--- config.mk ---
export PLATFORM = sky130hd
export DESIGN_NAME = amns_operand_feeder
export DESIGN_NICKNAME = d
export VERILOG_FILES = /design/src/rtl/amns_pkg.sv /design/src/rtl/amns_operand_bank.sv /design/src/rtl/amns_operand_feeder.sv
export SDC_FILE = /design/constraint.sdc
export NUM_CORES = 1
export LEC_CHECK = 0
export CAP_MARGIN = 20
export CORE_AREA = 5 5 236 238
export CTS_CLUSTER_SIZE = 40
export DETAILED_ROUTE_END_ITERATION = 8
export DIE_AREA = 0 0 241 243
export GPL_ROUTABILITY_DRIVEN = 0
export PLACE_DENSITY_LB_ADDON = 0.1
export SETUP_SLACK_MARGIN = 0.1
export SYNTH_ARGS = -nofsm -noshare
export SYNTH_HDL_FRONTEND = slang
export SYNTH_HIERARCHICAL = 1
export SYNTH_SLANG_ARGS = --single-unit
--- constraint.sdc ---
create_clock -name clock_i -period 4.1 [get_ports clock_i]
set_input_delay 0.41 -clock clock_i [delete_from_list [all_inputs] [get_ports clock_i]]
set_output_delay 0.41 -clock clock_i [all_outputs]
set_load 0.01 [all_outputs]
--- src/rtl/amns_pkg.sv ---
// amns_pkg: shared word/slice types and feeder state encoding for the AMNS operand feeder
package amns_pkg;
    localparam int AMNS_WORD_WIDTH = 17;
    localparam int AMNS_N = 5;
    typedef logic [AMNS_WORD_WIDTH-1:0] word_t;
    typedef word_t [AMNS_N-1:0] slice_t;
    typedef enum logic [1:0] {
        IDLE  = 2'd0,
        READY = 2'd1,
        RUN   = 2'd2,
        DONE  = 2'd3
    } feeder_state_t;
endpackage

--- src/rtl/amns_operand_bank.sv ---
// amns_operand_bank: S x N word store with serial write counter and saturating slice read pointer
module amns_operand_bank
    import amns_pkg::*;
#(
    parameter int WORD_WIDTH = 17,
    parameter int N = 5,
    parameter int S = 4
) (
    input  logic                    clock_i,
    input  logic                    reset_i,
    input  logic                    wr_i,
    input  logic [WORD_WIDTH-1:0]   wr_data_i,
    input  logic                    shift_i,
    input  logic                    clr_i,
    input  logic                    oe_i,
    output logic [N*WORD_WIDTH-1:0] din_o,
    output logic                    full_o,
    output logic                    fill_o,
    output logic                    ovr_o
);
    localparam int CW = $clog2(N*S+1);
    localparam int PW = $clog2(S+1);
    localparam int LW = (N > 1) ? $clog2(N) : 1;
    localparam int IW = (S > 1) ? $clog2(S) : 1;
    logic [WORD_WIDTH-1:0] r_mem [S][N];
    logic [CW-1:0] r_cnt;
    logic [LW-1:0] r_lane;
    logic [IW-1:0] r_slice;
    logic [PW-1:0] r_ptr;
    logic w_full, w_exh, w_wr, w_shift;
    logic [IW-1:0] w_rd_idx;
    assign w_full   = r_cnt == CW'(N*S);
    assign w_exh    = r_ptr == PW'(S);
    assign w_wr     = wr_i && !w_full;
    assign w_shift  = shift_i && !w_exh;
    assign w_rd_idx = r_ptr[IW-1:0];
    assign full_o   = w_full;
    // fill_o anticipates the counter so the FSM can leave IDLE right after the last write
    assign fill_o   = w_full || (w_wr && r_cnt == CW'(N*S-1));
    assign ovr_o    = (wr_i && w_full) || (shift_i && w_exh);
    always_ff @(posedge clock_i) begin
        if (!reset_i || clr_i) begin
            r_cnt   <= '0;
            r_lane  <= '0;
            r_slice <= '0;
            r_ptr   <= '0;
        end else begin
            if (w_wr) begin
                r_cnt   <= r_cnt + 1'b1;
                r_lane  <= (r_lane == LW'(N-1)) ? '0 : r_lane + 1'b1;
                r_slice <= (r_lane == LW'(N-1)) ? r_slice + 1'b1 : r_slice;
            end
            if (w_shift) r_ptr <= r_ptr + 1'b1;
        end
    end
    always_ff @(posedge clock_i) begin
        if (w_wr) r_mem[r_slice][r_lane] <= wr_data_i;
    end
    for (genvar g = 0; g < N; g++) begin : g_lane
        assign din_o[g*WORD_WIDTH +: WORD_WIDTH] = (oe_i && !w_exh) ? r_mem[w_rd_idx][g] : '0;
    end
endmodule

--- src/rtl/amns_operand_feeder.sv ---
// amns_operand_feeder: loads B/M operands serially and feeds them slice by slice to the AMNS multiplier
module amns_operand_feeder
    import amns_pkg::*;
#(
    parameter int WORD_WIDTH = 17,
    parameter int N = 5,
    parameter int S = 4
) (
    input  logic                    clock_i,
    input  logic                    reset_i,
    input  logic                    wr_valid_i,
    output logic                    wr_ready_o,
    input  logic                    wr_sel_i,
    input  logic [WORD_WIDTH-1:0]   wr_data_i,
    input  logic                    run_i,
    output logic                    mult_start_o,
    output logic [N*WORD_WIDTH-1:0] B_din_o,
    output logic [N*WORD_WIDTH-1:0] M_din_o,
    input  logic                    B_shift_i,
    input  logic                    M_shift_i,
    input  logic                    mult_done_i,
    output logic                    busy_o,
    output logic                    done_o,
    output logic                    err_o
);
    feeder_state_t r_state, w_next;
    logic r_err, r_start;
    logic w_run, w_acc, w_oe, w_clr;
    logic w_b_shift, w_m_shift;
    logic w_b_full, w_m_full, w_b_fill, w_m_fill, w_b_ovr, w_m_ovr;
    assign w_run     = r_state == RUN;
    assign w_acc     = wr_valid_i && r_state == IDLE;
    assign w_oe      = w_run && reset_i;
    assign w_clr     = r_state == DONE;
    // a completion in the same cycle as a shift takes priority
    assign w_b_shift = B_shift_i && w_run && !mult_done_i;
    assign w_m_shift = M_shift_i && w_run && !mult_done_i;
    amns_operand_bank #(.WORD_WIDTH(WORD_WIDTH), .N(N), .S(S)) u_bank_b (
        .clock_i   (clock_i),
        .reset_i   (reset_i),
        .wr_i      (w_acc && !wr_sel_i),
        .wr_data_i (wr_data_i),
        .shift_i   (w_b_shift),
        .clr_i     (w_clr),
        .oe_i      (w_oe),
        .din_o     (B_din_o),
        .full_o    (w_b_full),
        .fill_o    (w_b_fill),
        .ovr_o     (w_b_ovr)
    );
    amns_operand_bank #(.WORD_WIDTH(WORD_WIDTH), .N(N), .S(S)) u_bank_m (
        .clock_i   (clock_i),
        .reset_i   (reset_i),
        .wr_i      (w_acc && wr_sel_i),
        .wr_data_i (wr_data_i),
        .shift_i   (w_m_shift),
        .clr_i     (w_clr),
        .oe_i      (w_oe),
        .din_o     (M_din_o),
        .full_o    (w_m_full),
        .fill_o    (w_m_fill),
        .ovr_o     (w_m_ovr)
    );
    always_comb begin
        w_next = (r_state == IDLE)  ? ((w_b_fill && w_m_fill) ? READY : IDLE) :
                 (r_state == READY) ? (run_i ? RUN : READY) :
                 (r_state == RUN)   ? (mult_done_i ? DONE : RUN) : IDLE;
    end
    always_ff @(posedge clock_i) begin
        if (!reset_i) begin
            r_state <= IDLE;
            r_err   <= 1'b0;
            r_start <= 1'b0;
        end else begin
            r_state <= w_next;
            r_err   <= r_err || w_b_ovr || w_m_ovr;
            r_start <= r_state == READY && run_i;
        end
    end
    // every output is forced low while reset is held
    assign wr_ready_o   = reset_i && r_state == IDLE;
    assign mult_start_o = reset_i && r_start;
    assign busy_o       = reset_i && w_run;
    assign done_o       = reset_i && r_state == DONE;
    assign err_o        = reset_i && r_err;
    logic w_unused;
    assign w_unused = w_b_full ^ w_m_full;
endmodule

-- Word-level counts from Yosys, hierarchy flattened
Memories as Yosys holds them, arrays and structs flattened. A register that Yosys moved wholly into a read port is not among the register bits.
Cells that the tools add are included.
- eq/ne operators: 11
- multiplexer cells: 30
- add/sub/neg operators: 8
- magnitude comparators: 4
- reductions and logical operators: 45
- bitwise gates (word level): 2
- operator list (kind ; count):
    $mux 17 ; 12
    $mux 85 ; 2
    $demux 17 s3 ; 2
    $logic_and 1x1->1 ; 28
    $eq 5x5->1 const B ; 4
    $mux 2 ; 8
    $add 3x1->3 const B ; 4
    $eq 3x3->1 const B ; 4
    $add 5x1->5 const B ; 2
    $ge 4x4->1 const B ; 2
    $lt 4x1->1 const B ; 2
    $not 3->4 ; 2
    $logic_not 1->1 ; 7
    $logic_or 1x1->1 ; 7
    $mux 3 ; 2
    $add 2x1->2 const B ; 2
    $eq 2x2->1 const B ; 2
    $mux 1 ; 4
    $reduce_and 2->1 ; 2
    $eq 2x1->1 const B ; 1
    $logic_not 2->1 ; 1
- memory bits (writable): 680
- logic and storage cells: 113
- memories kept: 2
- bits in registers: 30
- bits of input ports: 25
- output and inout port bits: 175
- memories (name ; depth ; width ; read ports ; clocked after Yosys merged registers in ; write ports ; RTL line ; source):
    u_bank_b.r_mem ; 4 ; 85 ; 1 ; 1 ; 1 ; amns_operand_bank.sv:25 ; logic [WORD_WIDTH-1:0] r_mem [S][N];
    u_bank_m.r_mem ; 4 ; 85 ; 1 ; 1 ; 1 ; amns_operand_bank.sv:25 ;

-- Depth between registers and ports, before layout
- depth after elaboration: 9
- mapped depth: 9
- gate-level depth less buffers: 7

-- Modules after synthesis
Netlist, hierarchy kept.
- modules (own cells, without submodules) (module ; sequential area each (sq um) ; area each (sq um) ; instances ; cells an instance):
    amns_operand_bank ; 10510.1 ; 13804.5 ; 2 ; 669
    amns_operand_feeder ; 80.1 ; 252.7 ; 1 ; 24

-- Worst setup path before layout
OpenSTA, ideal clock, no wires.
- path type: register to register
- start: reg r_state[1]
- end: mem u_bank_b/r_mem[3][68] (netlist name) (enable)
- clock period less this slack: 3.267 ns
- stages on the path, launching flop included: 7
- path slack: 0.833 ns
- buffers on the path: 2
- arrival: 2.854 ns
- required time: 3.688 ns
- library setup time: 0.412 ns
- path through: dfxtp_1 buf_8 nor4b_1 clkbuf_1 nor2b_1 nand3_1 nor3_1
- cells in the longest elaborated chain, start to end: 6
- ends and longest elaborated chain (item ; RTL line ; source):
    start, declared ; amns_operand_feeder.sv:26 ; feeder_state_t r_state, w_next;
    start signal, assigned ; amns_operand_feeder.sv:75 ; r_state <= w_next;
    $logic_not 2->1 ; amns_operand_feeder.sv:32 ; assign w_acc = wr_valid_i && r_state == IDLE;
    $logic_and 1x1->1 ; amns_operand_feeder.sv:32 ;
    $logic_and 1x1->1 ; amns_operand_feeder.sv:41 ; .wr_i (w_acc && !wr_sel_i),
    $logic_and 1x1->1 ; amns_operand_bank.sv:34 ; assign w_wr = wr_i && !w_full;
    $mux 1 ; amns_operand_bank.sv:57 ; if (w_wr) r_mem[r_slice][r_lane] <= wr_data_i;
    $mux 85 (not written as such) ; amns_operand_bank.sv:57 ;
    end, declared ; amns_operand_bank.sv:25 ;
Every way passes these cells.

==> out/qor.txt <==
status -> finished, final reports clean
Cell Count, Final, Fillers Out -> 2350
worst-path fanout max -> 31
mux contribution to synthesized area -> 0.138
Syn-to-layout area delta -> 18.1%
Max clock buf depth -> 3
Ys Warns -> 6
total iterations of the first detailed-routing run -> 5
buffer count from post-CTS setup fixing -> 0
Routed Wire Length -> 59600 um
CTS resizes -> 0
Syn Area/Cell -> 20.5 um^2
pin slew with the least headroom to its limit -> 0.949 ns
reg2reg start -> r_state[1]
CTS tree -> built
clock buffer count from CTS -> 71
sequential-to-total area share from yosys stat -> 0.757
input/output buffers -> 199
Max Fclk -> 0.298 GHz
synth unique cells -> 45
initial DRC count -> 1013
Core ar. -> 53400 um^2
Synth Area in Simple Gates -> 0.0644
Synth Area in Compound Gates -> 0.00871
Synth Area in Adders -> 0.00898
post-route antenna net violation count -> 0
first-pass GRT wire length -> 89500 um
pin count of the biggest net entering global routing -> 110
die area -> 58600 um^2
EDFF count, synth -> 680
Final Hold Viols -> 0
Max Clock Skew -> 0.0125 ns
Synth area leader -> edfxtp_1
CP required -> 3.69 ns
Worst VDD drop -> 0.269 mV
Vias -> 13.8k
fin nets -> 1648
Final Slew Violations -> 0
Std-Cell Rows -> 85
Initial Utilization -> 0.522
minimum clock period -> 3.36 ns
Synth Register Bits -> 714
DP HPWL -> 33400 um
CTS Hold Bufs -> 0
CTS sink cnt -> 714
initial antenna violation count -> 0
Max-Cap Viols -> 0
layout cells sized above 1 -> 0.211
RSZ-0062 raised after global routing -> no
XOR/XNOR Fraction of Synth Area -> 0.00126
routed len/inst -> 25.3 um
largest family of logic cells by synthesized area -> multiplexers
Power Dens Cells -> 437 nW/um^2
worst hold path class -> in -> reg
Most used DFF post-synth -> edfxtp_1
grt total ovfl -> 0
setup_tns -> 0 ns
hold path startpoint -> wr_data_i[14]
Synth Instances -> 1362
CP arrival -> 2.95 ns
Netlist Area Pre-Place -> 27900 um^2
vias in the first global route -> 14.1k
Clock H-tree levels -> 3
crit end category -> output port
Area after DPL -> 30700 um^2
critical path type -> reg -> out
Max-slew headroom -> 0.367
Yosys top cell area share -> 0.733
Post-synth ARST share -> 0
leading post-synthesis cells by cell area -> edfxtp_1, mux4_2, and3_1, dfxtp_1, ha_1
via/cell ratio -> 5.87
Setup crit start kind -> register
GR Util All Layers -> 0.205
placed instance count -> 2226
Design Area, Final -> 32900 um^2
Top-Level Pins -> 200
leakage -> 0.0109 uW
final worst-path cycle share -> 0.819
Final setup viols -> 0
Root Driver -> clkbuf_16
Die Ht -> 243 um
Mapped Nets -> 1407
Worst-path clk slew -> 0.06 ns
# DRC -> 0
Die W -> 241 um
clock latency on the worst-skew pair -> 0.59 ns
-- logic make-up after synthesis --
kind of cell,count (synthesis)
flip-flops,714
AND/OR/NAND/NOR,302
buffers and inverters,107
XOR/XNOR,4
multiplexers,173
adder cells (fa/ha/maj),20
AO/OA/AOI/OAI,42
-- per-stage QoR --
stage	hold slack [ns]	util	total power, uW	worst slack, ns
after global placement	0.454	0.576	8410	0.899
after global routing	0.492	0.616	14900	0.527
after CTS	0.469	0.616	14500	0.610
final	0.478	0.616	14400	0.744
after floorplan	0.441	-	8240	0.833
after detailed placement	0.473	0.576	8420	0.785
-- sequential cells by signal (all words and copies together), names as in the netlist, named ones only --
signal / flops
r_err: 1
r_start: 1
r_state: 2
u_bank_b/r_cnt: 5
u_bank_b/r_lane: 3
u_bank_b/r_mem: 340
u_bank_b/r_ptr: 3
u_bank_b/r_slice: 2
u_bank_m/r_cnt: 5
u_bank_m/r_lane: 3
u_bank_m/r_mem: 340
u_bank_m/r_ptr: 3
u_bank_m/r_slice: 2
-- Yosys cell counts, types with 15 or more instances --
master	n
edfxtp_1	680
a21oi_1	16
nand3_1	15
dfxtp_1	34
and3_1	171
nand2_1	17
o21ai_0	15
nor2_1	40
ha_1	20
mux4_2	170
inv_1	19
clkbuf_1	44
-- power breakdown --
group,internal (uW),total (uW),switching (uW)
combinational,51.2,235,184
clock,3580,6120,2540
sequential,8010,8020,14.0
-- cell type report --
type                    count  area, um^2
fillers                  3816       20500
multi-input cells         541        6240
diodes                      1        2.50
well taps                 696         871
clock buffers              91        1900
clock inverters            32         264
repair buffers            255        2430
flip-flops and latches    714       21100
inverters                  20        75.1
-- layer usage --
layer  GRT usage  routed length, um  up-vias
met5           0                  0        -
met4      0.0511                992        0
met3      0.0335               3080       76
met2       0.321              29000      361
met1       0.307              26500     7295
li1            -                  -     6067
-- critical path: stages, from the launching register on --
cell	delay [ns]
dfxtp_4	0.71
buf_12	0.34
mux4_2	0.60
and3_1	0.21
clkdlybuf4s50_1	0.49
-- cell usage in the layout (no fill, tap or decap), drive strengths merged, types with 5 or more instances in the layout --
cell type	instances
edfxtp	680
clkdlybuf4s50	185
and3	172
mux4	170
clkbuf	91
buf	70
nor2	40
dfxtp	34
clkinv	26
ha	20
inv	20
nand2	17
a21oi	16
nand3	15
o21ai	15
nor3	10
and4	8
nand4	8
bufinv	5
-- worst paths after layout --
path / to / slack (ns) / cells after the start
max: M_din_o[25] / 0.74 / 4
min: u_bank_m/r_mem[1][82] / 0.48 / 1
max reg2reg: u_bank_m/r_mem[3][51] / 1.33 / 6
min reg2reg: r_err / 0.49 / 1
(Power assumes the default switching activity.)
